`src/rtl/uart_stream_writer.sv`:
```
// uart_stream_writer
// AXI4-Lite master that turns a valid/ready byte stream into UART frames.
// After reset it programs the UART's bit timing and stop-bit selection once.
// For each byte it then runs one fixed sequence:
//   write TDR -> enable TX -> poll CFG until TX-done -> disable TX.
// At most one AXI transaction is in flight, and the read and write channels
// are never active at the same time.
module uart_stream_writer #(
  parameter logic [31:0] BASE_ADDR    = 32'h0000_0000,
  parameter int unsigned CLKS_PER_BIT = 868,
  parameter logic [1:0]  STOP_SEL     = 2'b00,
  parameter int unsigned POLL_GAP     = 8,
  parameter int unsigned MAX_POLLS    = 65535
) (
  input  logic        s_axi_aclk,
  input  logic        s_axi_aresetn,
  // byte stream in
  input  logic [7:0]  in_data,
  input  logic        in_valid,
  output logic        in_ready,
  output logic        busy,
  output logic        err,
  // AXI4-Lite write address / data / response
  output logic [31:0] m_axi_awaddr,
  output logic        m_axi_awvalid,
  input  logic        m_axi_awready,
  output logic [31:0] m_axi_wdata,
  output logic [3:0]  m_axi_wstrb,
  output logic        m_axi_wvalid,
  input  logic        m_axi_wready,
  input  logic [1:0]  m_axi_bresp,
  input  logic        m_axi_bvalid,
  output logic        m_axi_bready,
  // AXI4-Lite read address / data
  output logic [31:0] m_axi_araddr,
  output logic        m_axi_arvalid,
  input  logic        m_axi_arready,
  input  logic [31:0] m_axi_rdata,
  input  logic [1:0]  m_axi_rresp,
  input  logic        m_axi_rvalid,
  output logic        m_axi_rready
);

  // UART register map
  localparam logic [31:0] C_OFF_CPB = 32'h0000_0000;
  localparam logic [31:0] C_OFF_STP = 32'h0000_0004;
  localparam logic [31:0] C_OFF_TDR = 32'h0000_000C;
  localparam logic [31:0] C_OFF_CFG = 32'h0000_0010;

  // CFG values: bit0 = TX enable, bit1 = write-1-to-clear TX flag while
  // preserving the RX flag, bit2 (read) = TX done.
  localparam logic [31:0] C_CFG_TX_OFF = 32'h0000_0002;
  localparam logic [31:0] C_CFG_TX_ON  = 32'h0000_0003;

  localparam logic [31:0] C_CPB_VALUE  = 32'(CLKS_PER_BIT);
  localparam logic [15:0] C_POLL_GAP   = 16'(POLL_GAP);
  localparam logic [15:0] C_MAX_POLLS  = 16'(MAX_POLLS);

  typedef enum logic [3:0] {
    S_INIT_CPB,
    S_INIT_STP,
    S_INIT_CFG,
    S_IDLE,
    S_WR_TDR,
    S_WR_EN,
    S_RD_CFG,
    S_POLL_WAIT,
    S_WR_DIS
  } state_t;

  state_t      r_state;
  // Set once the current state's AXI transaction has been issued; cleared
  // when its final handshake completes so the next state issues afresh.
  logic        r_started;
  logic [7:0]  r_byte;
  logic [15:0] r_poll_cnt;
  logic [15:0] r_gap_cnt;
  logic        r_err;

  logic [31:0] r_awaddr;
  logic        r_awvalid;
  logic [31:0] r_wdata;
  logic        r_wvalid;
  logic        r_bready;
  logic [31:0] r_araddr;
  logic        r_arvalid;
  logic        r_rready;

  logic        w_is_write;
  logic [31:0] w_wr_addr;
  logic [31:0] w_wr_data;
  state_t      w_wr_next;
  logic [15:0] w_poll_next;
  logic        w_poll_limit;
  logic [15:0] w_gap_next;
  logic        w_gap_done;
  logic        w_rd_error;
  logic        w_tx_done;

  // Address, data and successor state for whichever write state is active.
  always_comb begin
    w_is_write = 1'b1;
    w_wr_addr  = BASE_ADDR + C_OFF_CFG;
    w_wr_data  = C_CFG_TX_OFF;
    w_wr_next  = S_IDLE;
    case (r_state)
      S_INIT_CPB: begin
        w_wr_addr = BASE_ADDR + C_OFF_CPB;
        w_wr_data = C_CPB_VALUE;
        w_wr_next = S_INIT_STP;
      end
      S_INIT_STP: begin
        w_wr_addr = BASE_ADDR + C_OFF_STP;
        w_wr_data = {30'b0, STOP_SEL};
        w_wr_next = S_INIT_CFG;
      end
      S_INIT_CFG: begin
        w_wr_addr = BASE_ADDR + C_OFF_CFG;
        w_wr_data = C_CFG_TX_OFF;
        w_wr_next = S_IDLE;
      end
      S_WR_TDR: begin
        w_wr_addr = BASE_ADDR + C_OFF_TDR;
        w_wr_data = {24'b0, r_byte};
        w_wr_next = S_WR_EN;
      end
      S_WR_EN: begin
        w_wr_addr = BASE_ADDR + C_OFF_CFG;
        w_wr_data = C_CFG_TX_ON;
        w_wr_next = S_RD_CFG;
      end
      S_WR_DIS: begin
        w_wr_addr = BASE_ADDR + C_OFF_CFG;
        w_wr_data = C_CFG_TX_OFF;
        w_wr_next = S_IDLE;
      end
      default: begin
        w_is_write = 1'b0;
      end
    endcase
  end

  // Poll bookkeeping: a read that comes back without TX-done counts toward
  // the timeout; the gap counter spaces out successive CFG reads.
  assign w_poll_next  = r_poll_cnt + 16'd1;
  assign w_poll_limit = (w_poll_next >= C_MAX_POLLS);
  assign w_gap_next   = r_gap_cnt + 16'd1;
  assign w_gap_done   = (w_gap_next >= C_POLL_GAP);
  assign w_rd_error   = (m_axi_rresp != 2'b00);
  assign w_tx_done    = m_axi_rdata[2];

  // Only the TX-done bit of CFG is meaningful to this master.
  logic w_unused_rdata;
  assign w_unused_rdata = ^{m_axi_rdata[31:3], m_axi_rdata[1:0]};

  // Sequencer: one state per register access, AXI outputs registered here.
  always_ff @(posedge s_axi_aclk or negedge s_axi_aresetn) begin
    if (!s_axi_aresetn) begin
      r_state    <= S_INIT_CPB;
      r_started  <= 1'b0;
      r_byte     <= 8'h00;
      r_poll_cnt <= 16'h0000;
      r_gap_cnt  <= 16'h0000;
      r_err      <= 1'b0;
      r_awaddr   <= 32'h0;
      r_awvalid  <= 1'b0;
      r_wdata    <= 32'h0;
      r_wvalid   <= 1'b0;
      r_bready   <= 1'b0;
      r_araddr   <= 32'h0;
      r_arvalid  <= 1'b0;
      r_rready   <= 1'b0;
    end else if (w_is_write) begin
      if (!r_started) begin
        // Address and data go out together; bready stays up until B.
        r_awaddr  <= w_wr_addr;
        r_wdata   <= w_wr_data;
        r_awvalid <= 1'b1;
        r_wvalid  <= 1'b1;
        r_bready  <= 1'b1;
        r_started <= 1'b1;
      end else begin
        if (r_awvalid && m_axi_awready) begin
          r_awvalid <= 1'b0;
        end
        if (r_wvalid && m_axi_wready) begin
          r_wvalid <= 1'b0;
        end
        if (r_bready && m_axi_bvalid) begin
          r_bready  <= 1'b0;
          r_started <= 1'b0;
          // A slave error is recorded but the sequence still runs to the
          // end so TX is never left enabled.
          if (m_axi_bresp != 2'b00) begin
            r_err <= 1'b1;
          end
          if (r_state == S_WR_TDR) begin
            r_poll_cnt <= 16'h0000;
          end
          r_state <= w_wr_next;
        end
      end
    end else begin
      case (r_state)
        S_IDLE: begin
          if (in_valid) begin
            r_byte  <= in_data;
            r_state <= S_WR_TDR;
          end
        end
        S_RD_CFG: begin
          if (!r_started) begin
            r_araddr  <= BASE_ADDR + C_OFF_CFG;
            r_arvalid <= 1'b1;
            r_started <= 1'b1;
          end else begin
            if (r_arvalid && m_axi_arready) begin
              r_arvalid <= 1'b0;
              r_rready  <= 1'b1;
            end
            if (r_rready && m_axi_rvalid) begin
              r_rready  <= 1'b0;
              r_started <= 1'b0;
              if (w_rd_error) begin
                // An unreadable CFG is treated as done so TX gets disabled.
                r_err   <= 1'b1;
                r_state <= S_WR_DIS;
              end else if (w_tx_done) begin
                r_state <= S_WR_DIS;
              end else begin
                r_poll_cnt <= w_poll_next;
                if (w_poll_limit) begin
                  r_err   <= 1'b1;
                  r_state <= S_WR_DIS;
                end else begin
                  r_gap_cnt <= 16'h0000;
                  r_state   <= S_POLL_WAIT;
                end
              end
            end
          end
        end
        S_POLL_WAIT: begin
          if (w_gap_done) begin
            r_state <= S_RD_CFG;
          end else begin
            r_gap_cnt <= w_gap_next;
          end
        end
        default: begin
          r_state <= S_INIT_CPB;
        end
      endcase
    end
  end

  assign in_ready      = (r_state == S_IDLE);
  assign busy          = (r_state != S_IDLE);
  assign err           = r_err;

  assign m_axi_awaddr  = r_awaddr;
  assign m_axi_awvalid = r_awvalid;
  assign m_axi_wdata   = r_wdata;
  assign m_axi_wstrb   = 4'hF;
  assign m_axi_wvalid  = r_wvalid;
  assign m_axi_bready  = r_bready;
  assign m_axi_araddr  = r_araddr;
  assign m_axi_arvalid = r_arvalid;
  assign m_axi_rready  = r_rready;

endmodule

```
`config.mk`:
```
export PLATFORM = sky130hd
export DESIGN_NAME = uart_stream_writer
export DESIGN_NICKNAME = d
export VERILOG_FILES = /design/src/rtl/uart_stream_writer.sv
export SDC_FILE = /design/constraint.sdc
export NUM_CORES = 1
export LEC_CHECK = 0
export ABC_AREA = 1
export BUFFER_PORTS_ARGS = -buffer_cell sky130_fd_sc_hd__buf_2
export CORE_AREA = 2 2 97 99
export CTS_CLUSTER_DIAMETER = 200
export DETAILED_ROUTE_END_ITERATION = 12
export DIE_AREA = 0 0 99 101
export MAX_ROUTING_LAYER = met4
export PLACE_DENSITY_LB_ADDON = 0.08
export SYNTH_ARGS = -nofsm -noshare
export SYNTH_HDL_FRONTEND = slang
export SYNTH_SLANG_ARGS = --single-unit
```
`constraint.sdc`:
```
create_clock -name s_axi_aclk -period 2.1 [get_ports s_axi_aclk]
set_input_delay 0.315 -clock s_axi_aclk [delete_from_list [all_inputs] [get_ports s_axi_aclk]]
set_output_delay 0.315 -clock s_axi_aclk [all_outputs]
set_load 0.01 [all_outputs]
```
==> metrics, run 1 <==
initial antenna violation count=0; Post-synth ARST share=1.00; Register-to-Register Path Depth=14; Seq/Total Area, Yosys=0.366; leakage power=2.52 nW; Avg Vias per Cell=4.59; Max clock buf depth=2; Yosys reg bits=64; Worst-Skew Late Latency=0.34 ns; Die Y=101 um; critical path data required time=2.33 ns; area grow syn2layout=7.21%; CTS tree=built; post-synthesis cell area=4370 sq um; Gate Count Post-Synth=577; CP Launch Type=flip-flop; Final Power=2.54 mW; largest cells by area after synthesis=dfrtp_1, buf_4, nand2_1; DP Cell Count=733; footprint of the multi-input gates=2150 sq um; NetSw=0.694 mW; Main synth FF type=dfrtp_1; via count=3446; Final ANT Viol Nets=0; mux share of post-synthesis cell area=0.0129; Worst Setup End Kind=flip-flop; Cell Area, Placed=4440 sq um; Layout Nets=690; share of layout cells above drive strength 1=0.223; fillers=883; sequential fraction of design power=0.493; Compound-Gate Fraction of Synth Area=0.0827; top-area cell type share of the netlist area=0.366; register area=1600 sq um; CTS clk-pin slew, worst paths=0.08 ns; largest net degree at the start of global routing=58; fin crit share=0.920; CORE AREA=8980 sq um; Max-Cap Viols=0; vias in the first global route=3171; main combinational cell family by area after synthesis=simple AND/OR/NAND/NOR gates; critical path class=reg -> reg; gp weighted congestion=0.917; final hold vios=0; drt total wl=8.69 mm; GR Overflow Total=0; VDD IR-drop max=0.414 mV; EDFF count, synth=0; CP Max Fanout=7; row cnt=35; initial core utilization=0.487; switch share=0.273; Synthesis Warnings=0; DRC marker count from the first detailed-route iteration=198; # port buffers=42; Post-Synth XOR/XNOR Area=0.00601; DIE AREA=10000 sq um; Final Instance Count excl. Fillers=751; adder-cell share of the synthesized area=0.00858; run status=complete, no violations; pwr dens=543 nW/um^2; CTS H-Tree Depth=3; Pint=1.85 mW; Synth Area in Simple Gates=0.301; Clock power frac=0.429; Worst Hold Class=in -> reg; number of detailed-route iterations in the first pass=5; post-layout min period=1.93 ns; post-route DRC violation count=0; Final Cell Area=4690 sq um; cell taking the most area after synthesis=dfrtp_1; Setup Skew=0.00919 ns; GRT Resource Usage Total=0.182; hold depth=2; n_diodes=0; Clock Root Buffer=clkbuf_8; mean area per synthesized cell=7.58 sq um; first-pass GRT wire length=14.3 mm; dpl hpwl=6.70 mm; Slew Limit Fails=0; distinct cell type count after synthesis=37; die width=99 um; combinational power share=0.079; I/O pin total=160; Arrival @ worst endpoint=2.16 ns; Num CTS Buffers=9; Clock Sinks=64; Fmax=518 MHz; WL/cell=11.6 um; Finish-stage setup viols=0
-- final timing paths --
check                              startpoint             end  slack, ns
worst min-delay path               in_data[6]       r_byte[6]       0.21
worst min register to register            err             err       0.47
worst max-delay path             r_gap_cnt[1]      r_state[0]       0.17
worst max register to register   r_gap_cnt[1]      r_state[0]       0.17
max in group asynchronous       s_axi_aresetn    r_gap_cnt[2]       1.18
min in group asynchronous       s_axi_aresetn  r_poll_cnt[11]       0.36
-- power groups by stage --
stage	logic, mW	registers [mW]	clock network [mW]
finish	0.200	1.25	1.09
global placement	0.195	1.28	0
floorplan	0.252	1.27	0
detailed placement	0.196	1.28	0
CTS	0.198	1.25	1.13
global route	0.232	1.26	1.19
-- synthesized netlist by cell type, types with 3 or more instances --
cell type  instances
buf_4             90
ha_1               3
a31oi_1            5
buf_6              3
nor3_1             4
xor2_1             3
o21ai_1            6
nand2_1          137
mux2_2             5
nand3_2            3
nor2_1            55
inv_1             56
nor2_4             3
nand4_1           13
o21ai_0           23
o22ai_2            9
nand2_2            8
nand3_1           35
inv_2              9
a21oi_1            6
nor2_2            18
dfrtp_1           64
-- registers in the layout, summed over array words and instances (netlist names) --
signal and cells:
m_axi_rready 1, r_poll_cnt 16, r_gap_cnt 16, m_axi_arvalid 1
m_axi_araddr 1, m_axi_awvalid 1, m_axi_bready 1, r_started 1
m_axi_wvalid 1, m_axi_awaddr 3, err 1, r_state 4
m_axi_wdata 9, r_byte 8
-- placed cells by master (no fill, tap or decap), drive strengths merged, types with 3 or more instances in the layout --
cell,Yosys,final
mux2,5,5
inv,65,67
o22ai,9,9
nor3,5,5
nand2,146,146
a31oi,5,5
nand3,39,39
o21ai,30,30
ha,3,3
nor2,76,76
buf,94,58
clkbuf,2,9
or2,3,3
a21oi,6,6
dfrtp,64,64
xor2,3,3
conb,2,86
nand4,14,14
-- layer usage --
metal	GRT usage	share of wire	vias up
met3	0.0340	0.035	9
met2	0.300	0.51	65
li1	-	-	1769
met4	0.0643	0.010	0
met1	0.226	0.45	1603
met5	-	0	-
-- stage by stage --
| step | utilization | setup TNS, ns | setup slack [ns] | hold slack, ns |
|---|---|---|---|---|
| 2_1_floorplan | - | 0 | 0.239 | 0.0194 |
| 3_3_place_gp | 0.495 | 0 | 0.115 | 0.177 |
| 3_5_place_dp | 0.495 | 0 | 0.0845 | 0.176 |
| 4_1_cts | 0.519 | 0 | 0.0644 | 0.195 |
| 5_1_grt | 0.522 | -0.000999 | -0.000999 | 0.207 |
| 6_report | 0.522 | 0 | 0.169 | 0.211 |
-- area by class of cell --
type	count	area share
Inverter	65	0.0520
Sequential cell	64	0.342
Timing Repair Buffer	59	0.0752
Multi-Input combinational cell	436	0.458
Clock inverter	7	0.0171
Tap cell	111	0.0296
Clock buffer	9	0.0264
-- cells by family (layout without fill, tap and decap cells) --
group,after synthesis,in the layout
buf+inv,161,140
xor+xnor,3,3
fa+ha+maj,3,3
mux,5,5
simple gates,285,285
flops,64,64
compound gates,54,54
other cells,2,86
-- worst max-delay path, stage by stage (launching register included) --
cell and delay [ns]:
dfrtp_2 0.41, ha_1 0.18, nand3_1 0.13, inv_2 0.12
nand2_1 0.07, nand2_1 0.06, nand2_1 0.05, nor2_1 0.08
nand3_1 0.14, nor2_4 0.17, nand3_4 0.14, nand2_2 0.12
inv_2 0.05, nand2_1 0.05, nand2_1 0.05
-- repair_timing --
action,in CTS,in global routing
hold buffers,1,0
endpoints found under the setup margin,0,18
resized for setup,0,9
buffers inserted,0,1
endpoints found under the hold margin,7,0
Power figures use the tool's default switching activity.
==> inputs of run 2 (changes only) <==
--- a/config.mk
+++ b/config.mk
@@ -12,7 +12,8 @@
 export DETAILED_ROUTE_END_ITERATION = 12
 export DIE_AREA = 0 0 99 101
 export MAX_ROUTING_LAYER = met4
-export PLACE_DENSITY_LB_ADDON = 0.08
+export PLACE_DENSITY = 0.88
 export SYNTH_ARGS = -nofsm -noshare
 export SYNTH_HDL_FRONTEND = slang
 export SYNTH_SLANG_ARGS = --single-unit
+export TNS_END_PERCENT = 5
==> metrics, run 2 (same netlist as run 1, synthesis figures left out) <==
largest net degree at the start of global routing=44; Setup TNS=0 ns; CTS H-Tree Depth=3; Worst-Margin Slew=0.520 ns; post-layout min period=1.94 ns; share of layout cells above drive strength 1=0.228; WL/cell=11.6 um; CP Launch Type=flip-flop; fillers=847; # port buffers=42; fin crit share=0.924; post-route DRC violation count=0; CORE AREA=8980 sq um; RSZ-0062 raised after global routing=true; die width=99 um; area grow syn2layout=8.84%; Clock Sinks=64; DRC marker count from the first detailed-route iteration=148; Die Y=101 um; n_diodes=0; Max-Cap Viols=0; commonest non-fill, non-tap cell in the layout=nand2_1; Final Cell Area=4760 sq um; Final ANT Viol Nets=0; number of detailed-route iterations in the first pass=5; critical path data required time=2.37 ns; row cnt=35; initial core utilization=0.487; GR Overflow Total=0; CP Max Fanout=7; initial antenna violation count=0; Clock Root Buffer=clkbuf_8; VDD IR-drop max=0.427 mV; run status=complete, no violations; Layout Nets=690; Arrival @ worst endpoint=2.21 ns; final hold vios=0; CTS clk-pin slew, worst paths=0.07 ns; via count=3546; pwr dens=576 nW/um^2; Worst Hold Class=in -> reg; DIE AREA=10000 sq um; I/O pin total=160; Worst Setup End Kind=flip-flop; CTS tree=built; Register-to-Register Path Depth=10; leakage power=2.54 nW; Avg Vias per Cell=4.72; most frequent cells in the layout=nand2_1, conb_1, dfrtp_1; R2R Setup Slk=0.16 ns; first-pass GRT wire length=14.5 mm; Setup Skew=0.0110 ns; Max clock buf depth=2; Finish-stage setup viols=0; worst hold margin=0.202 ns; slew margin rel.=0.653; vias in the first global route=3182; Num CTS Buffers=9; Worst-Skew Late Latency=0.34 ns; drt total wl=8.75 mm; Slew Limit Fails=0; Fmax=515 MHz; hold depth=2; GRT Resource Usage Total=0.186; dpl hpwl=6.66 mm; Cell Area, Placed=4430 sq um; gp weighted congestion=1.01; critical path class=reg -> reg
## run 2: changes by cell type in the layout (fill, tap and decap cells not counted), moves of 2 or more
cell | before | now
o21ai_0 | 23 | 21
dfrtp_2 | 2 | 5
bufinv_16 | 1 | 3
o21ai_1 | 6 | 8
dfrtp_1 | 62 | 59
inv_6 | 2 | 0
## run 2: path summary, 6_finish.rpt
path	endpoint	startpoint
max in group asynchronous	r_gap_cnt[2]	s_axi_aresetn
min	r_byte[6]	in_data[6]
max	r_gap_cnt[0]	r_gap_cnt[1]
max reg2reg	r_gap_cnt[0]	r_gap_cnt[1]
min reg2reg	err	err
min in group asynchronous	m_axi_araddr[4]	s_axi_aresetn
## run 2: area by class of cell
type	instances	area (sq um)	area share
Clock inverter	7	120	0.0252
Sequential cell	64	1610	0.338
Timing Repair Buffer	59	353	0.0741
Inverter	65	244	0.0512
Tap cell	111	139	0.0292
Clock buffer	9	124	0.0260
Multi-Input combinational cell	436	2170	0.457
## run 2: worst max-delay path, cell delays in order, from the launching register on
cell     delay [ns]
dfrtp_2        0.39
buf_4          0.12
nand2_1        0.08
nor2_4         0.20
nand3_1        0.13
xor2_1         0.17
nand3_1        0.15
nor2_4         0.17
nand3_4        0.15
or2_0          0.23
nand2_1        0.08
## run 2: what timing repair did
item,in CTS,in global routing
endpoints found under the hold margin,21,0
hold buffers,1,0
buffers inserted,0,3
endpoints found under the setup margin,0,23
gates resized for setup,0,17
## run 2: stage by stage
step           std cells   util  total power [mW]  worst slack, ns
2_1_floorplan        661      -              1.53            0.239
3_3_place_gp         731  0.493              1.47            0.121
3_5_place_dp         731  0.493              1.47           0.0421
4_1_cts              748  0.521              2.77           0.0297
5_1_grt              751  0.530              2.87          -0.0360
6_report             751  0.530              2.74            0.160
## run 2: per-layer routing
| layer | vias up | share of wire | GRT usage | routed length [um] |
|---|---|---|---|---|
| li1 | 1778 | - | - | - |
| met1 | 1639 | 0.43 | 0.237 | 3750 |
| met2 | 118 | 0.50 | 0.304 | 4410 |
| met3 | 11 | 0.054 | 0.0340 | 473 |
| met4 | 0 | 0.012 | 0.0590 | 107 |
| met5 | - | 0 | - | 0 |
## run 2: power by group
part | leakage, nW | switching [mW] | internal [mW]
Sequential | 0.778 | 0.0125 | 1.24
Clock | 0.119 | 0.497 | 0.790
Combinational | 1.64 | 0.153 | 0.0490
Total | 2.54 | 0.662 | 2.08
==> inputs of run 3 (changes only) <==
--- a/config.mk
+++ b/config.mk
@@ -13,6 +13,7 @@
 export DIE_AREA = 0 0 99 101
 export MAX_ROUTING_LAYER = met4
 export PLACE_DENSITY = 0.88
+export REMOVE_ABC_BUFFERS = 1
 export SYNTH_ARGS = -nofsm -noshare
 export SYNTH_HDL_FRONTEND = slang
 export SYNTH_SLANG_ARGS = --single-unit
==> metrics, run 3 (same netlist as run 1, synthesis figures left out) <==
Max clock buf depth=2; Clock power frac=0.391; number of detailed-route iterations in the first pass=4; Finish-stage setup viols=0; Worst-Skew Late Latency=0.35 ns; gp weighted congestion=0.926; hold depth=2; critical path class=reg -> reg; Worst Hold Class=in -> reg; Clock Sinks=64; WL/cell=11.8 um; area grow syn2layout=8.44%; Placement Setup Slack=0.110 ns; Final WS setup=0.0741 ns; vias in the first global route=3170; Slew Limit Fails=0; Cell Area, Placed=4440 sq um; Layout Nets=696; Fmax=494 MHz; Num CTS Buffers=9; drt total wl=8.93 mm; share of layout cells above drive strength 1=0.238; fillers=817; pwr dens=503 nW/um^2; die width=99 um; via count=3601; Max-Cap Viols=0; CORE AREA=8980 sq um; CTS tree=built; CP Launch Type=flip-flop; Critical Path Start=r_state[3]; Avg Vias per Cell=4.76; post-layout min period=2.03 ns; Final Instance Count excl. Fillers=757; Die Y=101 um; Register-to-Register Path Depth=12; hold_sp=in_data[5]; # port buffers=42; Worst Setup End Kind=flip-flop; Final ANT Viol Nets=0; largest net degree at the start of global routing=65; Setup Skew=0.0116 ns; I/O pin total=160; GR Overflow Total=0; dpl hpwl=6.35 mm; CTS clk-pin slew, worst paths=0.08 ns; run status=complete, no violations; final hold vios=0; row cnt=35; GRT Resource Usage Total=0.184; critical path data required time=2.34 ns; initial antenna violation count=0; n_diodes=0; leakage power=2.53 nW; CP Max Fanout=7; most frequent cells in the layout=nand2_1, conb_1, dfrtp_1; fin crit share=0.965; sequential fraction of design power=0.525; post-route DRC violation count=0; VDD IR-drop max=0.358 mV; Pint=1.72 mW; initial core utilization=0.487; switch share=0.282; worst hold margin=0.191 ns; register area=1610 sq um; reg2reg start=r_state[3]; Arrival @ worst endpoint=2.27 ns; Final Cell Area=4740 sq um; DRC marker count from the first detailed-route iteration=230; commonest non-fill, non-tap cell in the layout=nand2_1; Clock Root Buffer=clkbuf_8; footprint of the multi-input gates=2180 sq um; NetSw=0.672 mW; first-pass GRT wire length=14.5 mm; DIE AREA=10000 sq um; combinational power share=0.084; DP Cell Count=733; RSZ-0062 raised after global routing=true; CTS H-Tree Depth=3
## run 3: cell count changes in the layout (fill, tap and decap cells not counted), sizes merged
| cell | delta |
|---|---|
| bufinv | -3 |
| buf | +5 |
| nand2 | +1 |
| clkinvlp | +3 |
## run 3: layer usage
layer / part of all wire / routed length [um] / global-route usage / vias to the layer above
li1: - / - / - / 1795
met1: 0.43 / 3840 / 0.234 / 1664
met2: 0.49 / 4400 / 0.295 / 129
met3: 0.064 / 572 / 0.0402 / 13
met4: 0.014 / 123 / 0.0590 / 0
met5: 0 / 0 / - / -
## run 3: repair_timing
action                                  4_1_cts  5_1_grt
setup buffers                                 0        6
hold buffers                                  1        0
endpoints found under the setup margin        0       26
gates resized for setup                       0       19
hold endpoints to repair                     58        0
## run 3: through the flow
step                TNS (ns)  total power, mW  utilization
floorplan              -1.25             1.41            -
CTS                        0             2.41        0.515
finish                     0             2.39        0.528
global route          -0.340             2.49        0.528
detailed placement         0             1.47        0.495
global placement           0             1.47        0.495
## run 3: final timing paths
kind | to | slack, ns
max | r_state[2] | 0.07
min | r_byte[5] | 0.19
min reg2reg | m_axi_wvalid | 0.47
max reg2reg | r_state[2] | 0.07
min in group asynchronous | err | 0.49
max in group asynchronous | r_gap_cnt[3] | 1.28
## run 3: final cells by class
| class | count | area share |
|---|---|---|
| clock buffer | 9 | 0.0261 |
| clock inverter | 7 | 0.0103 |
| tap | 111 | 0.0293 |
| multi-input combinational | 437 | 0.460 |
| inverter | 65 | 0.0514 |
| timing repair buffer | 64 | 0.0839 |
| sequential | 64 | 0.339 |
## run 3: power by group through the flow
stage	combinational, mW	clock, mW	sequential [mW]
2_1_floorplan	0.133	0	1.27
3_3_place_gp	0.194	0	1.28
3_5_place_dp	0.196	0	1.28
4_1_cts	0.198	0.954	1.25
5_1_grt	0.231	1.00	1.25
6_report	0.202	0.933	1.25
## run 3: critical path, stage by stage (launching register included)
cell and delay, ns:
dfrtp_1 0.40, inv_2 0.08, nand2_2 0.10, nor2_1 0.07, inv_2 0.06, nand3_2 0.14
buf_4 0.20, nand2_1 0.09, o221ai_1 0.15, nor3_2 0.27, nand3_1 0.15, nor2_1 0.15
nor2_1 0.06
